**config.mk**
```make
export PLATFORM = sky130hd
export DESIGN_NAME = sr_bank_arbiter
export DESIGN_NICKNAME = d
export VERILOG_FILES = /design/src/rtl/sr_bank_arbiter.sv
export SDC_FILE = /design/constraint.sdc
export NUM_CORES = 1
export LEC_CHECK = 0
export BUFFER_PORTS_ARGS = -buffer_cell sky130_fd_sc_hd__buf_4
export CORE_AREA = 4 4 63 65
export CTS_BUF_LIST = sky130_fd_sc_hd__clkbuf_8
export CTS_CLUSTER_SIZE = 8
export DETAILED_ROUTE_END_ITERATION = 10
export DIE_AREA = 0 0 67 69
export PLACE_DENSITY = 0.9
export SYNTH_ARGS = -nofsm -noshare
export SYNTH_HDL_FRONTEND = slang
export SYNTH_SLANG_ARGS = --single-unit
export TNS_END_PERCENT = 1
```
**constraint.sdc**
```tcl
create_clock -name clk -period 2.1 [get_ports clk]
set_input_delay 0.105 -clock clk [delete_from_list [all_inputs] [get_ports clk]]
set_output_delay 0.105 -clock clk [all_outputs]
set_load 0.02 [all_outputs]
```
**src/rtl/sr_bank_arbiter.sv**
```systemverilog
// Round-robin arbiter/sequencer driving a shared bank of master-slave SR flip-flops.
// Define SR_ARB_FIXED_PRIO_EN to replace round-robin with fixed lowest-index priority.
module sr_bank_arbiter #(
  parameter int unsigned NREQ  = 4,
  parameter int unsigned WIDTH = 8
) (
  input  logic                    clk,
  input  logic                    rst,
  input  logic [NREQ-1:0]         req,
  input  logic [2*NREQ-1:0]       op,
  input  logic [WIDTH*NREQ-1:0]   mask,
  input  logic [WIDTH-1:0]        q_in,
  output logic [WIDTH-1:0]        s_out,
  output logic [WIDTH-1:0]        r_out,
  output logic [NREQ-1:0]         gnt,
  output logic [NREQ-1:0]         ack,
  output logic                    busy
);

  localparam int unsigned PW = (NREQ > 1) ? $clog2(NREQ) : 1;

  typedef enum logic [2:0] {StIdle, StArb, StDrive, StSettle, StAck} state_e;

  state_e          state;
  logic [PW-1:0]   gnt_idx;
`ifndef SR_ARB_FIXED_PRIO_EN
  logic [PW-1:0]   ptr;
`endif

  logic            pick_vld;
  logic [PW-1:0]   pick_idx;
  logic [1:0]      pick_op;
  logic [WIDTH-1:0] pick_mask;
  logic [WIDTH-1:0] drv_s;
  logic [WIDTH-1:0] drv_r;

  // Scan in reverse search order so the last hit is the first requester in order.
  always_comb begin
    int idx;
    pick_vld = 1'b0;
    pick_idx = '0;
    idx      = 0;
`ifdef SR_ARB_FIXED_PRIO_EN
    for (int i = int'(NREQ) - 1; i >= 0; i--) begin
      if (req[i]) begin
        pick_vld = 1'b1;
        pick_idx = PW'(i);
      end
    end
`else
    for (int k = int'(NREQ) - 1; k >= 0; k--) begin
      idx = int'(ptr) + k;
      if (idx >= int'(NREQ)) idx = idx - int'(NREQ);
      if (req[idx]) begin
        pick_vld = 1'b1;
        pick_idx = PW'(idx);
      end
    end
`endif
    pick_op   = op[2*int'(pick_idx) +: 2];
    pick_mask = mask[WIDTH*int'(pick_idx) +: WIDTH];
  end

  // Toggle splits the mask by current state so s and r never overlap.
  always_comb begin
    drv_s = '0;
    drv_r = '0;
    case (pick_op)
      2'b01: drv_s = pick_mask;
      2'b10: drv_r = pick_mask;
      2'b11: begin
        drv_s = pick_mask & ~q_in;
        drv_r = pick_mask & q_in;
      end
      default: ;
    endcase
  end

  always_ff @(posedge clk) begin
    if (rst) begin
      state   <= StIdle;
      gnt_idx <= '0;
`ifndef SR_ARB_FIXED_PRIO_EN
      ptr     <= '0;
`endif
      s_out   <= '0;
      r_out   <= '0;
      gnt     <= '0;
      ack     <= '0;
      busy    <= 1'b0;
    end else begin
      s_out <= '0;
      r_out <= '0;
      ack   <= '0;
      case (state)
        StIdle: begin
          if (|req) begin
            state <= StArb;
            busy  <= 1'b1;
          end
        end
        StArb: begin
          if (pick_vld) begin
            state   <= StDrive;
            gnt     <= NREQ'(1) << pick_idx;
            gnt_idx <= pick_idx;
            s_out   <= drv_s;
            r_out   <= drv_r;
          end else begin
            state <= StIdle;
            busy  <= 1'b0;
          end
        end
        StDrive:  state <= StSettle;
        StSettle: begin
          state <= StAck;
          ack   <= gnt;
        end
        StAck: begin
          state <= StIdle;
          gnt   <= '0;
          busy  <= 1'b0;
`ifndef SR_ARB_FIXED_PRIO_EN
          ptr   <= (32'(gnt_idx) == NREQ - 1) ? '0 : gnt_idx + 1'b1;
`endif
        end
        default: begin
          state <= StIdle;
          busy  <= 1'b0;
        end
      endcase
    end
  end

endmodule
```
## After elaboration in Yosys (flattened, before gate mapping)

Index checks and enable logic that the tools add are counted.

| cells by class | value |
|---|---|
| bitwise gates (word level) | 7 |
| shifts and indexed selects | 3 |
| equal/unequal tests | 11 |
| magnitude comparators | 8 |
| multiplexer cells | 35 |
| reduce and logical (&&, ||, !) cells | 9 |
| add/sub/neg operators | 8 |

Operator list:

| operator | number |
|---|---|
| $lt 32x4->1 const B | 4 |
| $mux 32 | 4 |
| $pmux 8 s2 | 2 |
| $shiftx 32x6->8 | 1 |
| $and 8x8->8 | 2 |
| $mux 1 | 14 |
| $mux 2 | 6 |
| $pmux 3 s4 | 1 |
| $sub 3x3->4 const B | 3 |
| $ge 3x3->1 const B | 3 |
| $bmux 1 s2 | 4 |
| $not 8->8 | 1 |
| $pmux 4 s2 | 1 |
| $shiftx 8x4->2 | 1 |
| $add 2x2->3 const B | 2 |
| $eq 2x2->1 const B | 3 |
| $eq 3x2->1 const B | 2 |
| $ne 2x2->1 const B | 3 |
| $mux 4 | 1 |
| $not 1->1 | 4 |
| $reduce_and 2->1 | 2 |
| $reduce_or 2->1 | 2 |
| $reduce_or 4->1 | 1 |
| $shl 1x2->4 const A | 1 |
| 13 further kinds | 13 |

| word-level totals | value |
|---|---|
| register bits after elaboration | 32 |
| output and inout bits | 25 |

## Longest topological paths before layout

| logic depth | value |
|---|---|
| depth in word-level cells | 13 |
| gate-level depth with buffers | 9 |
| gate-level depth less buffers | 6 |

## Worst setup path after synthesis

OpenSTA, ideal clock, no wires.

| timing | value |
|---|---|
| path type | reg-to-reg |
| start | register ptr[0] |
| end | register s_out[2] |
| arrival time | 1,593 ps |
| setup time | 86 ps |
| path slack | 421 ps |
| buffers on the path | 2 |
| cell stages (with the launch flop) | 9 |
| cell sequence | dfxtp_1 -> nor2b_1 -> nor2_1 -> o221a_1 -> buf_4 -> buf_8 -> mux2i_1 -> a211o_1 -> a211oi_1 |

| between the ends | value |
|---|---|
| cells in the longest elaborated chain, start to end | 13 |

RTL lines:

| item | RTL line | RTL |
|---|---|---|
| start: declaration | 27 | `logic [PW-1:0] ptr;` |
| start signal: assignment | 124 | `ptr <= (32'(gnt_idx) == NREQ - 1) ? '0 : gnt_idx + 1'b1;` |
| $add 2x2->3 | 52 | `idx = int'(ptr) + k;` |
| $sub 3x3->4 or $ge 3x3->1 (tied branches) | 53 | `if (idx >= int'(NREQ)) idx = idx - int'(NREQ);` |
| $mux 32 | 53 |  |
| $bmux 1 s2 | 54 | `if (req[idx]) begin` |
| $mux 1 (not written as such) (2 in a row) | 54 |  |
| $mux 2 (4 in a row) | 54 |  |
| $shiftx 32x6->8 or $shiftx 8x4->2 (tied branches) | 61, 60 |  |
| $and 8x8->8, or another cell as far along | 72 | `drv_s = pick_mask & ~q_in;` |
| $pmux 8 s2 | 68 | `case (pick_op)` |
| end signal: assignment | 107 | `s_out <= drv_s;` |
| end: declaration | 13 | `output logic [WIDTH-1:0] s_out,` |

Several ways; a longest one is shown, not always the timed one. The select of a mux whose other input is x is not followed.
A chain may end at the register's enable or synchronous reset.

## Worst setup path after layout

| timing | value |
|---|---|
| start | register ptr[0] |
| end | register s_out[7] |

Same word-level chain as after synthesis.

==> flow_summary_export.csv <==
group,metric,value,unit
clock_network,clk_pin_slew,0.06,ns
floorplanning,die_h,69,um
yosys,syn_area,0.00152,mm2
final_layout,final_cell_mix,"85 x buf_4, 32 x dfxtp_1, 16 x nor2_1, 16 x a211oi_1, 11 x mux2i_1",
yosys,yosys.area_share.simple,14.8,%
pwr,pwr-share-clk,36.7,%
detailed_routing,route.detailed.drc,0,
floorplanning,num_rows,21,
placement,dp_hpwl,3.51,mm
min_path,min-delay-path-class,"primary input to flip-flop",
yosys,synth.distinct_cells,35,
yosys,synth_compound_area_share,25.1,%
detailed_routing,finalWirelength,4.83,mm
timing,totalNegativeSetupSlack,0,ns
final_layout,nNetsFinal,304,
pwr,p_leak,1.03,nW
clock_network,cts_buffers,5,
timing,fin_crit,2.00,ns
critical_path,cp_top_family,"compound AO/OA/AOI/OAI gates",
yosys,syn_inst,165,
floorplanning,fp.dieW,67,um
critical_path,crit_type,"flip-flop to flip-flop",
yosys,syn_nets,220,
clock_network,clock_latency,0.28,ns
critical_path,cp-start-kind,"flip-flop",
status,status,"finished clean",
yosys,synthXorXnorAreaFrac,0,%
pwr,power_frac_comb,21.2,%
timing,fin_skew,0.00201,ns
final_layout,finalNonFillerCells,296,
yosys,synth_mux_area_share,11.6,%
critical_path,crit_path_top_delay_cell,"dfxtp_1",
final_layout,drive_gt1_share,40.4,%
critical_path,crit_path_end_kind,"flip-flop",
placement,place_congestion,0.866,
timing,fmax,0.501,GHz
placement,dp.cells,288,
detailed_routing,vias,1617,
placement,portBuffers,78,
global_routing,grt_pass1_wl,7.33,mm
critical_path,worstPathArrival,2.17,ns
clock_network,cts-htree-levels,2,
global_routing,antenna_found_initial,0,
timing,rsz0062_at_grt,"false",
yosys,ys_seq_area_share,42.2,%
yosys,yosys_register_bits,32,
floorplanning,start_util,45.5,%
pwr,netSwitchingPower,0.398,mW
floorplanning,dieArea,0.00462,mm2
critical_path,critPathRequiredTime,2.27,ns
global_routing,grt_max_degree,12,
detailed_routing,firstDrtPassIters,4,
final_layout,diodes,0,
pwr,ir_drop,0.487,mV
yosys,synthFlopType,"dfxtp_1",
clock_network,cts_tree,"yes",
critical_path,path_buf_inv,1,
pwr,pwr-share-seq,42.1,%
timing,post-route-period-util,95.0,%
yosys,synth-async-reset-ratio,0,%
yosys,synth_edf_count,0,
timing,drv_slew,0,
timing,tightest_slew,0.703,ns
pwr,powerDensity,668,mW/mm2
pwr,swShare,26.0,%
job,cap_viol_max_count,0,
floorplanning,core,0.00334,mm2
critical_path,cp_slowest_stage_delay,0.39,ns
final_layout,final_common_cell,"buf_4",
floorplanning,ioPinCount,79,
global_routing,track_usage,20.9,%
yosys,synth_fa_ha_area_share,0.824,%
critical_path,path_cells,"nor2b_1, o21ai_1, o221a_2, buf_4, mux2i_1, a211o_1, a211oi_1",
yosys,avgSynthCellArea,9.21,um2
clock_network,clockBufferDepth,2,
detailed_routing,initialDrtViolationCount,58,
final_layout,fillCellCount,234,
timing,hold_viol,0,
timing,max_slew_margin,52.7,%
global_routing,grt_pass1_vias,1603,
pwr,power.internal,1.13,mW
clock_network,cts-root-buf,"clkbuf_8",
pwr,total_power,1.53,mW
detailed_routing,final_antenna_net_count,0,
clock_network,cts.sinks,32,
detailed_routing,routed_via_density,5.46,
final_layout,syn_to_final_growth,51.1,%
timing,setup_violations,0,
detailed_routing,wl_per_cell,16.3,um
global_routing,grt_overflow_total,0,
yosys,yosys_warnings,0,
yosys,synth_top_family_by_area,"compound AO/OA/AOI/OAI gates",
critical_path,path_max_fanout,9,
## power by group through the flow
stage | Combinational [mW] | Sequential, mW | Clock, mW
3_5_place_dp | 0.307 | 0.657 | 0
6_report | 0.325 | 0.645 | 0.563
5_1_grt | 0.348 | 0.646 | 0.600
4_1_cts | 0.313 | 0.645 | 0.573
3_3_place_gp | 0.301 | 0.656 | 0
2_1_floorplan | 0.143 | 0.672 | 0
## what timing repair did
item                                    CTS  global route
setup buffers                             0             0
resized for setup                         0             6
hold buffers                              0             0
endpoints found under the setup margin    0            16
endpoints found under the hold margin     0             0
## sequential cells by signal, summed over array words and instances (netlist names)
register / cells
state: 3
ptr: 2
gnt_idx: 2
s_out: 8
busy: 1
gnt: 4
ack: 4
r_out: 8
## routing by layer
metal  vias to the layer above  GRT usage (%)  routed length, um
li1                        777              -                  -
met1                       736           21.5               1750
met2                        92           36.9               2490
met3                        12           8.12                481
met4                         0           8.11                 97
met5                         -              0                  0
## cells by family after synthesis
family | Yosys count
and+or+nand+nor | 45
buffers and inverters | 17
DFF | 32
AOI/OAI and AO/OA | 53
muxes | 17
adders and majority gates | 1
## cell type report
cell class / count / area (um2) / share of cell area (%)
multi-input cells: 116 / 817 / 35.6
well taps: 46 / 57.6 / 2.51
flip-flops and latches: 32 / 641 / 27.9
inverters: 9 / 33.8 / 1.47
clock inverters: 3 / 38.8 / 1.69
clock buffers: 5 / 68.8 / 3.00
repair buffers: 85 / 638 / 27.8
## stage by stage
stage                     cell area (um2)  hold slack, ns  setup WS, ns  utilization [%]
final                                2290         0.00803         0.105             68.8
after global routing                 2290         0.00537        0.0246             68.8
after CTS                            2270         0.00102        0.0534             68.1
after detailed placement             2170           0.296         0.116             64.9
after global placement               2170           0.294         0.182             64.9
after floorplan                      1520           0.199         0.421                -
## final timing paths
| path | from | end | slack [ns] | depth (start not counted) |
|---|---|---|---|---|
| worst min-delay path | q_in[4] | s_out[4]$_SDFF_PP0_ | 0.008 | 2 |
| worst min register to register | gnt[3]$_SDFFE_PP0P_ | gnt[3]$_SDFFE_PP0P_ | 0.48 | 2 |
| worst max register to register | ptr[0]$_SDFFE_PP0P_ | s_out[7]$_SDFF_PP0_ | 0.10 | 7 |
| worst max-delay path | ptr[0]$_SDFFE_PP0P_ | s_out[7]$_SDFF_PP0_ | 0.10 | 7 |
## cells in the mapped netlist, types with 2 or more instances
cell / count / area share [%]
buf_2: 3 / 0.99
a21oi_1: 9 / 3.0
and2_1: 4 / 1.6
a211o_1: 8 / 4.6
mux2i_1: 14 / 9.2
inv_1: 9 / 2.2
o21ai_0: 3 / 0.99
nand2b_1: 4 / 1.6
nand3_1: 4 / 1.3
clkbuf_1: 2 / 0.49
nor2_1: 16 / 4.0
dfxtp_1: 32 / 42
nor3_1: 3 / 0.99
mux2_2: 2 / 1.5
nor2b_1: 4 / 1.6
nand2_1: 5 / 1.2
o211ai_1: 9 / 4.4
nor4_1: 2 / 0.82
a211oi_1: 16 / 7.9
(Power assumes the default switching activity.)
